### src/rtl/cpu_pkg.sv
// Shared CPU definitions: ALU opcodes, ALU sequencer states and the datapath word width.
package cpu_pkg;

  localparam int WORD_W = 16;

  typedef enum logic [3:0] {
    OP_ADD = 4'd0,
    OP_SUB = 4'd1,
    OP_AND = 4'd2,
    OP_OR  = 4'd3,
    OP_NOT = 4'd4,
    OP_SHL = 4'd5,
    OP_SHR = 4'd6,
    OP_MPY = 4'd7,
    OP_DIV = 4'd8
  } alu_op_t;

  typedef enum logic [1:0] {
    ST_IDLE = 2'd0,
    ST_ITER = 2'd1,
    ST_WB   = 2'd2
  } alu_state_t;

  // Single-cycle opcodes occupy the low end of the opcode space.
  function automatic logic is_simple_op(input logic [3:0] op);
    return (op <= 4'd6);
  endfunction

endpackage

### src/rtl/seq_muldiv.sv
// Iterative unsigned 16x16 multiply (shift-add) and 16/16 divide (restoring), one step per step pulse.
module seq_muldiv
  import cpu_pkg::*;
(
  input  logic              clk,
  input  logic              rst_n,
  input  logic              load,
  input  logic              step,
  input  logic              is_div,
  input  logic [WORD_W-1:0] a,
  input  logic [WORD_W-1:0] b,
  output logic              done,
  output logic              div_mode,
  output logic              div_zero,
  output logic [WORD_W-1:0] lo,
  output logic [WORD_W-1:0] hi
);

  logic [31:0] acc_r;
  logic [15:0] a_r;
  logic [15:0] b_r;
  logic [4:0]  cnt_r;
  logic        div_r;
  logic        dz_r;

  logic [16:0] mpy_sum_s;
  logic [31:0] mpy_nxt_s;
  logic [16:0] div_sh_s;
  logic [17:0] div_diff_s;
  logic [31:0] div_nxt_s;

  // Next value of the shift register for one multiply or one divide step.
  always_comb begin
    mpy_sum_s  = {1'b0, acc_r[31:16]} + (acc_r[0] ? {1'b0, b_r} : 17'd0);
    mpy_nxt_s  = {mpy_sum_s, acc_r[15:1]};
    div_sh_s   = {acc_r[31:16], acc_r[15]};
    div_diff_s = {1'b0, div_sh_s} - {2'b00, b_r};
    if (div_diff_s[17]) begin
      div_nxt_s = {div_sh_s[15:0], acc_r[14:0], 1'b0};
    end else begin
      div_nxt_s = {div_diff_s[15:0], acc_r[14:0], 1'b1};
    end
  end

  // Operand latch and iteration register; the low half starts as the multiplier/dividend.
  always_ff @(posedge clk or negedge rst_n) begin
    if (!rst_n) begin
      acc_r <= 32'h0000_0000;
      a_r   <= 16'h0000;
      b_r   <= 16'h0000;
      cnt_r <= 5'd0;
      div_r <= 1'b0;
      dz_r  <= 1'b0;
    end else if (load) begin
      acc_r <= {16'h0000, a};
      a_r   <= a;
      b_r   <= b;
      cnt_r <= 5'd0;
      div_r <= is_div;
      dz_r  <= is_div && (b == 16'h0000);
    end else if (step) begin
      acc_r <= div_r ? div_nxt_s : mpy_nxt_s;
      cnt_r <= cnt_r + 5'd1;
    end
  end

  assign done     = step && (cnt_r == 5'd15);
  assign div_mode = div_r;
  assign div_zero = dz_r;
  // Divide by zero still runs all steps, but the answer is fixed rather than taken from the iteration.
  assign lo = dz_r ? 16'hFFFF : acc_r[15:0];
  assign hi = dz_r ? a_r : acc_r[31:16];

endmodule

### src/rtl/seq_alu.sv
// Sequential ALU feeding the accumulator: single-cycle logic/arithmetic ops plus iterative MPY/DIV.
module seq_alu
  import cpu_pkg::*;
#(
  parameter int WIDTH = 16
) (
  input  logic             clk,
  input  logic             rst_n,
  input  logic             start,
  input  alu_op_t          op,
  input  logic [WIDTH-1:0] acc_data,
  input  logic [WIDTH-1:0] mbr_data,
  output logic [WIDTH-1:0] alu2acc,
  output logic             acc_alu_io_rw,
  output logic [WIDTH-1:0] mr_data,
  output logic             busy,
  output logic             flag_z,
  output logic             flag_n,
  output logic             flag_c,
  output logic             flag_v,
  output logic             flag_dz
);

  alu_state_t  state_r, state_nxt_s;
  logic        load_s, step_s, wr_simple_s, wr_wb_s;
  logic [16:0] sum_s, dif_s;
  logic [15:0] simple_res_s;
  logic        simple_c_s, simple_v_s;
  logic        md_done_s, md_div_s, md_dz_s;
  logic [15:0] md_lo_s, md_hi_s;

  logic [15:0] res_r, mr_r;
  logic        strobe_r, busy_r, z_r, n_r, c_r, v_r, dz_r;

  // Single-cycle result and carry/overflow for ops 0-6.
  always_comb begin
    sum_s        = {1'b0, acc_data} + {1'b0, mbr_data};
    dif_s        = {1'b0, acc_data} - {1'b0, mbr_data};
    simple_res_s = 16'h0000;
    simple_c_s   = 1'b0;
    simple_v_s   = 1'b0;
    case (op)
      OP_ADD: begin
        simple_res_s = sum_s[15:0];
        simple_c_s   = sum_s[16];
        simple_v_s   = (acc_data[15] == mbr_data[15]) && (sum_s[15] != acc_data[15]);
      end
      OP_SUB: begin
        simple_res_s = dif_s[15:0];
        simple_c_s   = dif_s[16];
        simple_v_s   = (acc_data[15] != mbr_data[15]) && (dif_s[15] != acc_data[15]);
      end
      OP_AND:  simple_res_s = acc_data & mbr_data;
      OP_OR:   simple_res_s = acc_data | mbr_data;
      OP_NOT:  simple_res_s = ~acc_data;
      OP_SHL: begin
        simple_res_s = {acc_data[14:0], 1'b0};
        simple_c_s   = acc_data[15];
      end
      OP_SHR: begin
        simple_res_s = {1'b0, acc_data[15:1]};
        simple_c_s   = acc_data[0];
      end
      default: simple_res_s = 16'h0000;
    endcase
  end

  // Sequencer next state; starts are only honoured in IDLE, reserved opcodes are dropped.
  always_comb begin
    state_nxt_s = state_r;
    load_s      = 1'b0;
    wr_simple_s = 1'b0;
    wr_wb_s     = 1'b0;
    case (state_r)
      ST_IDLE: begin
        if (start) begin
          if (is_simple_op(op)) begin
            wr_simple_s = 1'b1;
          end else if ((op == OP_MPY) || (op == OP_DIV)) begin
            load_s      = 1'b1;
            state_nxt_s = ST_ITER;
          end else begin
            state_nxt_s = ST_IDLE;
          end
        end else begin
          state_nxt_s = ST_IDLE;
        end
      end
      ST_ITER: begin
        if (md_done_s) begin
          state_nxt_s = ST_WB;
        end else begin
          state_nxt_s = ST_ITER;
        end
      end
      ST_WB: begin
        wr_wb_s     = 1'b1;
        state_nxt_s = ST_IDLE;
      end
      default: state_nxt_s = ST_IDLE;
    endcase
  end

  assign step_s = (state_r == ST_ITER);

  seq_muldiv u_muldiv (
    .clk      (clk),
    .rst_n    (rst_n),
    .load     (load_s),
    .step     (step_s),
    .is_div   (op == OP_DIV),
    .a        (acc_data),
    .b        (mbr_data),
    .done     (md_done_s),
    .div_mode (md_div_s),
    .div_zero (md_dz_s),
    .lo       (md_lo_s),
    .hi       (md_hi_s)
  );

  // Sequencer state register.
  always_ff @(posedge clk or negedge rst_n) begin
    if (!rst_n) begin
      state_r <= ST_IDLE;
    end else begin
      state_r <= state_nxt_s;
    end
  end

  // Result, MR, flag, strobe and busy registers.
  always_ff @(posedge clk or negedge rst_n) begin
    if (!rst_n) begin
      res_r    <= 16'h0000;
      mr_r     <= 16'h0000;
      strobe_r <= 1'b0;
      busy_r   <= 1'b0;
      z_r      <= 1'b0;
      n_r      <= 1'b0;
      c_r      <= 1'b0;
      v_r      <= 1'b0;
      dz_r     <= 1'b0;
    end else begin
      strobe_r <= wr_simple_s | wr_wb_s;
      busy_r   <= (state_nxt_s != ST_IDLE);
      if (wr_simple_s) begin
        res_r <= simple_res_s;
        z_r   <= (simple_res_s == 16'h0000);
        n_r   <= simple_res_s[15];
        c_r   <= simple_c_s;
        v_r   <= simple_v_s;
        dz_r  <= 1'b0;
      end else if (wr_wb_s) begin
        res_r <= md_lo_s;
        mr_r  <= md_hi_s;
        z_r   <= (md_lo_s == 16'h0000);
        n_r   <= md_lo_s[15];
        c_r   <= !md_div_s && (md_hi_s != 16'h0000);
        v_r   <= 1'b0;
        dz_r  <= md_dz_s;
      end
    end
  end

  assign alu2acc       = res_r;
  assign mr_data       = mr_r;
  assign acc_alu_io_rw = strobe_r;
  assign busy          = busy_r;
  assign flag_z        = z_r;
  assign flag_n        = n_r;
  assign flag_c        = c_r;
  assign flag_v        = v_r;
  assign flag_dz       = dz_r;

endmodule
### config.mk
export PLATFORM = sky130hd
export DESIGN_NAME = seq_alu
export DESIGN_NICKNAME = d
export VERILOG_FILES = /design/src/rtl/cpu_pkg.sv /design/src/rtl/seq_muldiv.sv /design/src/rtl/seq_alu.sv
export SDC_FILE = /design/constraint.sdc
export NUM_CORES = 1
export LEC_CHECK = 0
export CAP_MARGIN = 15
export CORE_ASPECT_RATIO = 1.1
export CORE_MARGIN = 10
export CORE_UTILIZATION = 40
export CTS_BUF_LIST = sky130_fd_sc_hd__clkbuf_4 sky130_fd_sc_hd__clkbuf_8 sky130_fd_sc_hd__clkbuf_16
export DETAILED_ROUTE_END_ITERATION = 7
export HOLD_SLACK_MARGIN = 0.02
export PLACE_DENSITY = 0.67
export SYNTH_ARGS = -nofsm -noshare
export SYNTH_HDL_FRONTEND = slang
export SYNTH_SLANG_ARGS = --single-unit
### constraint.sdc
create_clock -name clk -period 6.02 [get_ports clk]
set_input_delay 1.505 -clock clk [delete_from_list [all_inputs] [get_ports clk]]
set_output_delay 1.505 -clock clk [all_outputs]
set_load 0.05 [all_outputs]
==> reports/results.ini, run 1 <==
[status]
run_status=complete, no violations

[pwr]
power_density_nw_per_um2=462.5
leakagePower_nw=4.756
ir_drop_uv=222.8

[yosys]
syn_inst=1125
ys.flop_type=dfrtp_1
ys_warn_count=0
yosysTopAreaCell=dfrtp_1
ys_top_cells_by_area=dfrtp_1 30%, ha_1 11%, nand2_1 5.7%
synth_area_um2=9348
synth-async-reset-ratio_pct=100.0
syn-num-nets=1253
synth-edff-count=0
avgSynthCellArea_um2=8.309
synth.top_cell.area_share_pct=29.71
ys_ff_latch=111
synth.distinct_cells=85
synth-seq-area-share_pct=29.71

[cells_and_area]
layout_common_cells=143 x nand2_1, 111 x dfrtp_1, 100 x o21ai_0, 85 x ha_1, 76 x clkdlybuf4s50_1
areaGrowthSynthToFinish_pct=15.08
layout-drive-gt1-share_pct=6.361
fin_cells=1479
layout_commonest_cell=nand2_1
nets=1302
final_util_pct=46.91
antenna_cells=0

[floorplan]
die_w_um=165.8
fp-row-count=58
die_h_um=180.3
initial_utilization_pct=40.76
coreArea_um2=22930
die-area_um2=29890
ios=78

[grt]
grt_first_pass_wirelength_mm=50.65
grt-ovfl-total=0
grt_pass1_vias=8790
grt_util_all_layers_pct=20.53
antenna_found_initial=1
grt_start_max_net_pins=77

[setup_path]
arrival_ns=4.96
r2r-start=u_muldiv.acc_r[16]
cp-start-kind=input pin
r2r_cells=9
required_ns=6.29
cp_top_family=compound AO/OA/AOI/OAI gates
critical_path_class=input pin to flop
timing.rr.end=u_muldiv.acc_r[17]
crit_path_frequent_cell=a221oi_2
slowest_delay_ns=0.70
endpoint_kind=flop
path_buf_inv=2
crit_fanout=11
crit_path_cell_trace=clkdlybuf4s50_1 -> inv_1 -> ha_1 -> and2b_4 -> a221oi_2 -> a2111oi_4 -> a221o_1 -> a221oi_2 -> o21ai_1 -> o32a_1 -> or3_4 -> o31ai_2
cp_slowest_cell=clkdlybuf4s50_1
reg2reg_slack_ns=2.61

[placement]
dp.cells=1463
routabilityCongestion=0.9538
port_buffers=77
hpwlAfterDp_mm=24.05
place_ws_ns=1.039

[timing]
tns_ns=0
worst_pin_slew_ns=1.079
hold_viol=0
layout_setup_ws_ns=1.325
drv_slew=0
clock_skew_ns=0.007731
rsz0062_at_grt=false
slew-limit-headroom_pct=28.08
fin_hold_ws_ns=0.4810
finalCritPeriodShare_pct=77.99
fmax_ghz=0.2130
finalCriticalPeriod_ns=4.695
finalSetupViolCount=0

[clock_network]
cts_tree=built
cts-root-buf=clkbuf_16
cts_max_level=3
post_cts_buffers=0
cts_resized=0
cts_buffer_depth=2
cts_buffers=9
clock_latency_ns=0.36
clkSlewWorstSetupHoldPaths_ns=0.08
cts_sinks=111
cts.hold.buffers_added=0

[job]
drv_cap=0

[hold_path]
hp-class=flop to flop
min-delay-start=mr_data[5]
worstHoldPathCells=2
hold_end=mr_data[5]

[detailed_routing]
drt-pass1-iter-count=5
drc=0
antenna_left=0
vias=8842
drt-initial-drc-count=836
detail_route.wl_per_cell_um=21.56
wl_mm=31.89
vias_per_cell=5.978

## power by group
part | leakage [nW] | switching (mW) | internal, mW
clock network | 0.154 | 0.306 | 0.334
registers | 1.38 | 0.340 | 1.07
logic | 3.22 | 1.75 | 1.17
total | 4.76 | 2.40 | 2.58
## cell usage after synthesis, types with 9 or more instances
library cell	instances
o21ai_0	100
a22oi_1	20
o21a_1	9
a211oi_1	16
a21o_1	12
mux2i_1	42
nand2_1	143
nor4_1	14
o211ai_1	30
a21oi_1	64
nand2b_1	13
ha_1	85
inv_1	74
clkbuf_1	46
o22ai_1	10
or3_1	15
dfrtp_1	111
nand3_1	15
nor3_1	28
and2_1	24
a221oi_1	11
nor2b_1	15
xnor2_1	18
nor2_1	47
xor2_1	9
## metal layers
metal  share of wire, %  global-route usage, %
met5              0.041                      0
met4                2.4                  7.305
met3                6.9                  2.771
met2                 48                  34.09
met1                 43                  26.60
## through the flow
stage | power [mW] | instance area, um^2
2_1_floorplan | 3.451 | 9348
3_3_place_gp | 4.272 | 10440
3_5_place_dp | 4.325 | 10440
4_1_cts | 4.981 | 10760
5_1_grt | 5.357 | 10760
6_report | 4.975 | 10760
## registers in the layout (all words and copies together), names as in the netlist
signal,count
acc_alu_io_rw,1
u_muldiv.div_zero,1
alu2acc,16
flag_dz,1
flag_z,1
busy,1
u_muldiv.cnt_r,5
state_r,2
u_muldiv.b_r,16
flag_v,1
u_muldiv.acc_r,32
flag_c,1
u_muldiv.div_mode,1
mr_data,16
u_muldiv.a_r,16
## kinds of logic after synthesis
group	share of synthesized area (%)
mux	4.618
buf+inv	5.729
xor+xnor	2.530
simple gates	19.64
fa+ha+maj	12.23
compound gates	25.54
flops	29.71
## how the worst max path moves through the flow
stage,from,endpoint,slack (ns),cells past startpoint
after detailed placement,mbr_data[4],flag_z,1.04,12
after global routing,mbr_data[4],flag_z,1.12,12
after floorplan,acc_data[4],flag_z,2.06,12
after global placement,mbr_data[4],flag_z,1.05,12
final,mbr_data[4],flag_z,1.33,12
after CTS,mbr_data[4],flag_z,1.39,12
## worst reg2reg max path: cells and delay by family, from the launching register on
family / cells / cell delay [ns]
and+or+nand+nor: 3 / 1.15
DFF: 1 / 0.48
adders and majority gates: 1 / 0.32
AOI/OAI and AO/OA: 5 / 1.35
## cell type report
class	instances	area [um^2]
well taps	300	375.4
clock inverters	7	90.09
flip-flops and latches	111	2778
inverters	74	277.8
repair buffers	100	953.4
fillers	2301	12170
clock buffers	9	225.2
multi-input cells	878	6058
(Power assumes the default switching activity.)
==> run 2: changes to the inputs <==
Clock period 6.02 ns to 4.85 ns, I/O delays scaled along.
==> run 2 against run 1 <==
Clock power rose by 15%. Non-clock buffer count rose by 28. Critical path depth did not move. First-iteration DRC count is 1.4% higher. Clock-buffer cell count grew 1. Via count is 1.2% higher. Critical path type unchanged. Largest power group unchanged. Highest routed layer is now met4.
==> reports/results.ini, run 2 (synthesis gave the netlist of run 1 again) <==
[status]
run_status=complete, no violations

[grt]
grt_util_all_layers_pct=20.61  ; +0.089 points
grt_start_max_net_pins=59  ; -23%
antenna_found_initial=0  ; -1
grt-ovfl-total=0  ; unchanged
grt_pass1_vias=8658  ; -1.5%
grt_first_pass_wirelength_mm=50.34  ; -0.60%

[timing]
finalCritPeriodShare_pct=88.08
worst_pin_slew_ns=1.038  ; -0.04073 ns
rsz0062_at_grt=false
fmax_ghz=0.2341
clock_skew_ns=0.01234  ; +0.004606 ns
hold_viol=0  ; unchanged
tns_ns=0  ; unchanged
drv_slew=0  ; unchanged
slew-limit-headroom_pct=30.72  ; +2.6 points
finalCriticalPeriod_ns=4.272
finalSetupViolCount=0  ; unchanged

[detailed_routing]
drt-initial-drc-count=848  ; +1.4%
detail_route.wl_per_cell_um=21.18  ; -1.8%
vias=8947  ; +1.2%
drc=0  ; unchanged
wl_mm=31.92  ; +0.10%
antenna_left=0  ; unchanged
drt-pass1-iter-count=6  ; +1
vias_per_cell=5.937  ; -0.69%

[cells_and_area]
layout_common_cells=143 x nand2_1, 111 x dfrtp_1, 100 x o21ai_0, 85 x ha_1, 76 x clkdlybuf4s50_1
final_util_pct=47.68  ; +0.77 points
multi_input_area_um2=6058  ; unchanged
layout_commonest_cell=nand2_1
nets=1330  ; +2.2%
ff_latch_area_um2=2778  ; unchanged
largest_register_ffs=32  ; unchanged
layout-drive-gt1-share_pct=8.534  ; +2.2 points
nFillCells=2282  ; -0.83%
antenna_cells=0  ; unchanged
areaGrowthSynthToFinish_pct=16.97
largest_register=u_muldiv.acc_r

[setup_path]
endpoint_kind=flop
critical_path_class=input pin to flop
arrival_ns=4.55  ; -0.41 ns
crit_fanout=11  ; unchanged
cp-start-kind=input pin
required_ns=5.12  ; -1.17 ns

[clock_network]
cts_max_level=3  ; unchanged
cts_tree=built
cts_buffers=9  ; unchanged
cts_sinks=111  ; unchanged
cts_buffer_depth=2  ; unchanged
cts_resized=0  ; unchanged
cts.hold.buffers_added=0  ; unchanged
cts-root-buf=clkbuf_16
clkSlewWorstSetupHoldPaths_ns=0.08  ; about the same
post_cts_buffers=0  ; unchanged
clock_latency_ns=0.36  ; about the same

[floorplan]
initial_utilization_pct=40.76  ; unchanged
die_h_um=180.3  ; unchanged
die-area_um2=29890  ; unchanged
die_w_um=165.8  ; unchanged
coreArea_um2=22930  ; unchanged
fp-row-count=58  ; unchanged
ios=78  ; unchanged

[pwr]
ir_drop_uv=240.6  ; +8.0%
leakagePower_nw=4.875  ; +2.5%
power_density_nw_per_um2=558.9  ; +21%

[placement]
port_buffers=77  ; unchanged
routabilityCongestion=0.9441  ; -1.0%
hpwlAfterDp_mm=24.90  ; +3.6%

[job]
drv_cap=0  ; unchanged

[hold_path]
hp-class=flop to flop

[run 2: cell count changes in the layout (fill, tap and decap cells not counted), sizes merged]
cell	delta
buf	+28
bufinv	-1
clkbuf	+1
clkinv	-1
clkinvlp	+1
[run 2: worst max-delay path: stages]
cell and delay, ns:
clkdlybuf4s50_1 0.52, inv_1 0.08, ha_1 0.50, o21ai_0 0.19
o21ai_1 0.26, nand2_1 0.15, o41ai_2 0.48, a221oi_1 0.19
and2_1 0.22, o32a_1 0.17, or3_4 0.34, o31ai_2 0.24
[run 2: report_power, final]
group	switching [mW]	total [mW]	internal [mW]	leakage [nW]
Sequential	0.416	1.75	1.33	1.38
Clock	0.371	0.739	0.369	0.142
Combinational	2.16	3.62	1.46	3.35
Total	2.95	6.11	3.16	4.88
[run 2: layer usage]
metal	GRT usage, %	up-vias	wire (um)
met5	0	-	0
li1	-	4249	-
met4	7.305	0	965
met2	34.58	323	15460
met3	2.792	54	1647
met1	26.45	4321	13850
[run 2: worst paths after layout]
path	startpoint	end	slack [ns]	cells after the start
worst max-delay path	mbr_data[3]	flag_z	0.58	12
min in group asynchronous	rst_n	u_muldiv.b_r[9]	0.93	1
worst min register to register	mr_data[9]	mr_data[9]	0.48	2
max in group asynchronous	rst_n	u_muldiv.b_r[11]	3.07	2
worst max register to register	u_muldiv.acc_r[15]	u_muldiv.acc_r[17]	1.53	10
worst min-delay path	mr_data[9]	mr_data[9]	0.48	2
[run 2: stage by stage]
| stage | hold slack, ns | instance area [um^2] | total power [mW] | setup slack [ns] | instances |
|---|---|---|---|---|---|
| final | 0.4782 | 10930 | 6.112 | 0.5780 | 1507 |
| after global routing | 0.5103 | 10930 | 6.590 | 0.4427 | 1507 |
| after CTS | 0.4857 | 10930 | 6.133 | 0.6327 | 1507 |
| after detailed placement | 0.4688 | 10640 | 5.379 | 0.2654 | 1491 |
| after global placement | 0.4612 | 10640 | 5.322 | 0.3191 | 1491 |
| after floorplan | 0.4588 | 9348 | 4.283 | 1.187 | 1125 |
[run 2: final cells by class]
type,instances,share of cell area [%]
clock buffers,10,2.128
clock inverters,6,0.5607
inverters,74,2.540
multi-input cells,878,55.41
flip-flops and latches,111,25.40
well taps,300,3.433
repair buffers,128,10.53
==> run 3: changes to the inputs <==
Settings changed: CTS_BUF_LIST sky130_fd_sc_hd__clkbuf_4 sky130_fd_sc_hd__clkbuf_8 sky130_fd_sc_hd__clkbuf_16 to sky130_fd_sc_hd__clkbuf_2 sky130_fd_sc_hd__clkbuf_4 sky130_fd_sc_hd__clkbuf_8, CTS_CLUSTER_DIAMETER set to 80.
==> run 3 against run 2 <==
Highest routed layer unchanged. Flip-flop and latch count is the same. Design area shrank 0.93%. Critical path depth unchanged. Worst setup slack improved by 0.038 ns. Via count up 0.82%. First-iteration DRC count up 3.8%. Combinational power is essentially flat. Clock power is 25% lower. Wire length about the same. Worst hold slack gained 0.0079 ns. Die area is the same. Non-clock buffer count did not move.
==> reports/results.ini, run 3 (synthesis gave the netlist of run 1 again) <==
[timing]
tns_ns=0  ; unchanged
finalCriticalPeriod_ns=4.234  ; -0.03799 ns
slew-limit-headroom_pct=31.01  ; +0.29 points
rsz0062_at_grt=false
finalCritPeriodShare_pct=87.30  ; -0.78 points
drv_slew=0  ; unchanged
hold_viol=0  ; unchanged
finalSetupViolCount=0  ; unchanged
fmax_ghz=0.2362  ; +0.90%
clock_skew_ns=0.01827  ; +0.005937 ns
worst_pin_slew_ns=1.034  ; -0.004299 ns

[floorplan]
die_h_um=180.3  ; unchanged
die_w_um=165.8  ; unchanged
coreArea_um2=22930  ; unchanged
fp-row-count=58  ; unchanged
ios=78  ; unchanged
die-area_um2=29890  ; unchanged
initial_utilization_pct=40.76  ; unchanged

[pwr]
seqPwrFrac_pct=29.5  ; +0.9 points
pwr-share-comb_pct=61.1  ; +1.8 points
p_sw_share_pct=49.44  ; +1.2 points
clkPwrFrac_pct=9.4  ; -2.7 points
power.internal_mw=2.996  ; -5.2%
switching_power_mw=2.930  ; -0.69%
ir_drop_uv=240.3  ; -0.13%
power_density_nw_per_um2=547.0  ; -2.1%
leakagePower_nw=4.829  ; -0.95%

[detailed_routing]
antenna_left=0  ; unchanged
vias_per_cell=5.985  ; +0.82%
drt-pass1-iter-count=8  ; +2
wl_mm=31.94  ; about the same
vias=9020  ; +0.82%
detail_route.wl_per_cell_um=21.20  ; about the same
drc=0  ; unchanged
drt-initial-drc-count=880  ; +3.8%

[setup_path]
required_ns=5.16  ; +0.04 ns
slowest_delay_ns=0.52  ; about the same
endpoint_kind=flop
cp-start-kind=input pin
crit_path_cell_trace=clkdlybuf4s50_1 -> inv_1 -> ha_1 -> o21ai_0 -> o21ai_1 -> nand2_1 -> o41ai_2 -> a221oi_1 -> and2_1 -> o32a_1 -> or3_4 -> o31ai_2
critical_path_class=input pin to flop
crit_fanout=11  ; unchanged
cp_slowest_cell=clkdlybuf4s50_1
arrival_ns=4.54  ; about the same

[cells_and_area]
layout_common_cells=143 x nand2_1, 111 x dfrtp_1, 100 x o21ai_0, 85 x ha_1, 76 x clkdlybuf4s50_1
layout-drive-gt1-share_pct=8.534  ; unchanged
nets=1330  ; unchanged
largest_register=u_muldiv.acc_r
final_util_pct=47.24  ; -0.44 points
largest_register_ffs=32  ; unchanged
nFillCells=2296  ; +0.61%
layout_commonest_cell=nand2_1
antenna_cells=0  ; unchanged
areaGrowthSynthToFinish_pct=15.89

[clock_network]
cts_buffers=9  ; unchanged
post_cts_buffers=0  ; unchanged
cts_max_level=3  ; unchanged
cts_resized=0  ; unchanged
cts_buffer_depth=2  ; unchanged
cts.hold.buffers_added=0  ; unchanged
cts_tree=built
clock_latency_ns=0.40  ; +0.04 ns
cts_sinks=111  ; unchanged
cts-root-buf=clkbuf_8
clkSlewWorstSetupHoldPaths_ns=0.11  ; +0.03 ns

[placement]
routabilityCongestion=0.9441  ; unchanged
hpwlAfterDp_mm=24.90  ; unchanged
port_buffers=77  ; unchanged

[grt]
antenna_found_initial=0  ; unchanged
grt_first_pass_wirelength_mm=50.40  ; +0.12%
grt_util_all_layers_pct=20.67  ; +0.050 points
grt_pass1_vias=8702  ; +0.51%
grt-ovfl-total=0  ; unchanged
grt_start_max_net_pins=59  ; unchanged

[status]
run_status=complete, no violations

[job]
drv_cap=0  ; unchanged

[hold_path]
hp-class=flop to flop

-- run 3: path summary, 6_finish.rpt --
path	startpoint	to	slack [ns]	depth (start not counted)
max	mbr_data[3]	flag_z	0.62	12
min in group asynchronous	rst_n	u_muldiv.b_r[9]	0.89	1
max reg2reg	u_muldiv.acc_r[15]	u_muldiv.acc_r[30]	1.52	11
max in group asynchronous	rst_n	u_muldiv.b_r[11]	3.11	2
min reg2reg	mr_data[9]	mr_data[9]	0.49	2
min	mr_data[9]	mr_data[9]	0.49	2
-- run 3: final cells by class --
type	count	area [um^2]	area share, %
clock buffer	10	131.4	1.213
inverter	74	277.8	2.564
tap	300	375.4	3.465
clock inverter	6	61.31	0.5660
multi-input combinational	878	6058	55.93
sequential	111	2778	25.64
timing repair buffer	128	1151	10.63
-- run 3: power by group through the flow --
stage                     clock [mW]  sequential [mW]  combinational (mW)
after CTS                      0.570             1.74                3.64
after global placement             0             1.75                3.57
after floorplan                    0             2.09                2.20
after detailed placement           0             1.76                3.62
final                          0.556             1.75                3.62
after global routing           0.611             1.80                4.00
-- run 3: routing by layer --
metal	wire length, um	GRT usage, %	up-vias
met5	0	0	-
met4	1198	8.511	0
met3	1786	2.880	72
met2	15250	34.05	341
met1	13710	26.53	4351
li1	-	-	4256
-- run 3: critical path: cells and delay by family --
family,cells,cell delay (ns)
buf+inv,2,0.60
simple gates,3,0.70
compound gates,6,1.54
fa+ha+maj,1,0.50
-- run 3: stage by stage --
step,cell area (um^2),hold slack (ns),setup slack (ns),std cells,power [mW]
global route,10830,0.5195,0.5005,1507,6.406
finish,10830,0.4862,0.6160,1507,5.926
CTS,10830,0.4939,0.6814,1507,5.946
detailed placement,10640,0.4688,0.2654,1491,5.379
floorplan,9348,0.4588,1.187,1125,4.283
global placement,10640,0.4612,0.3191,1491,5.322
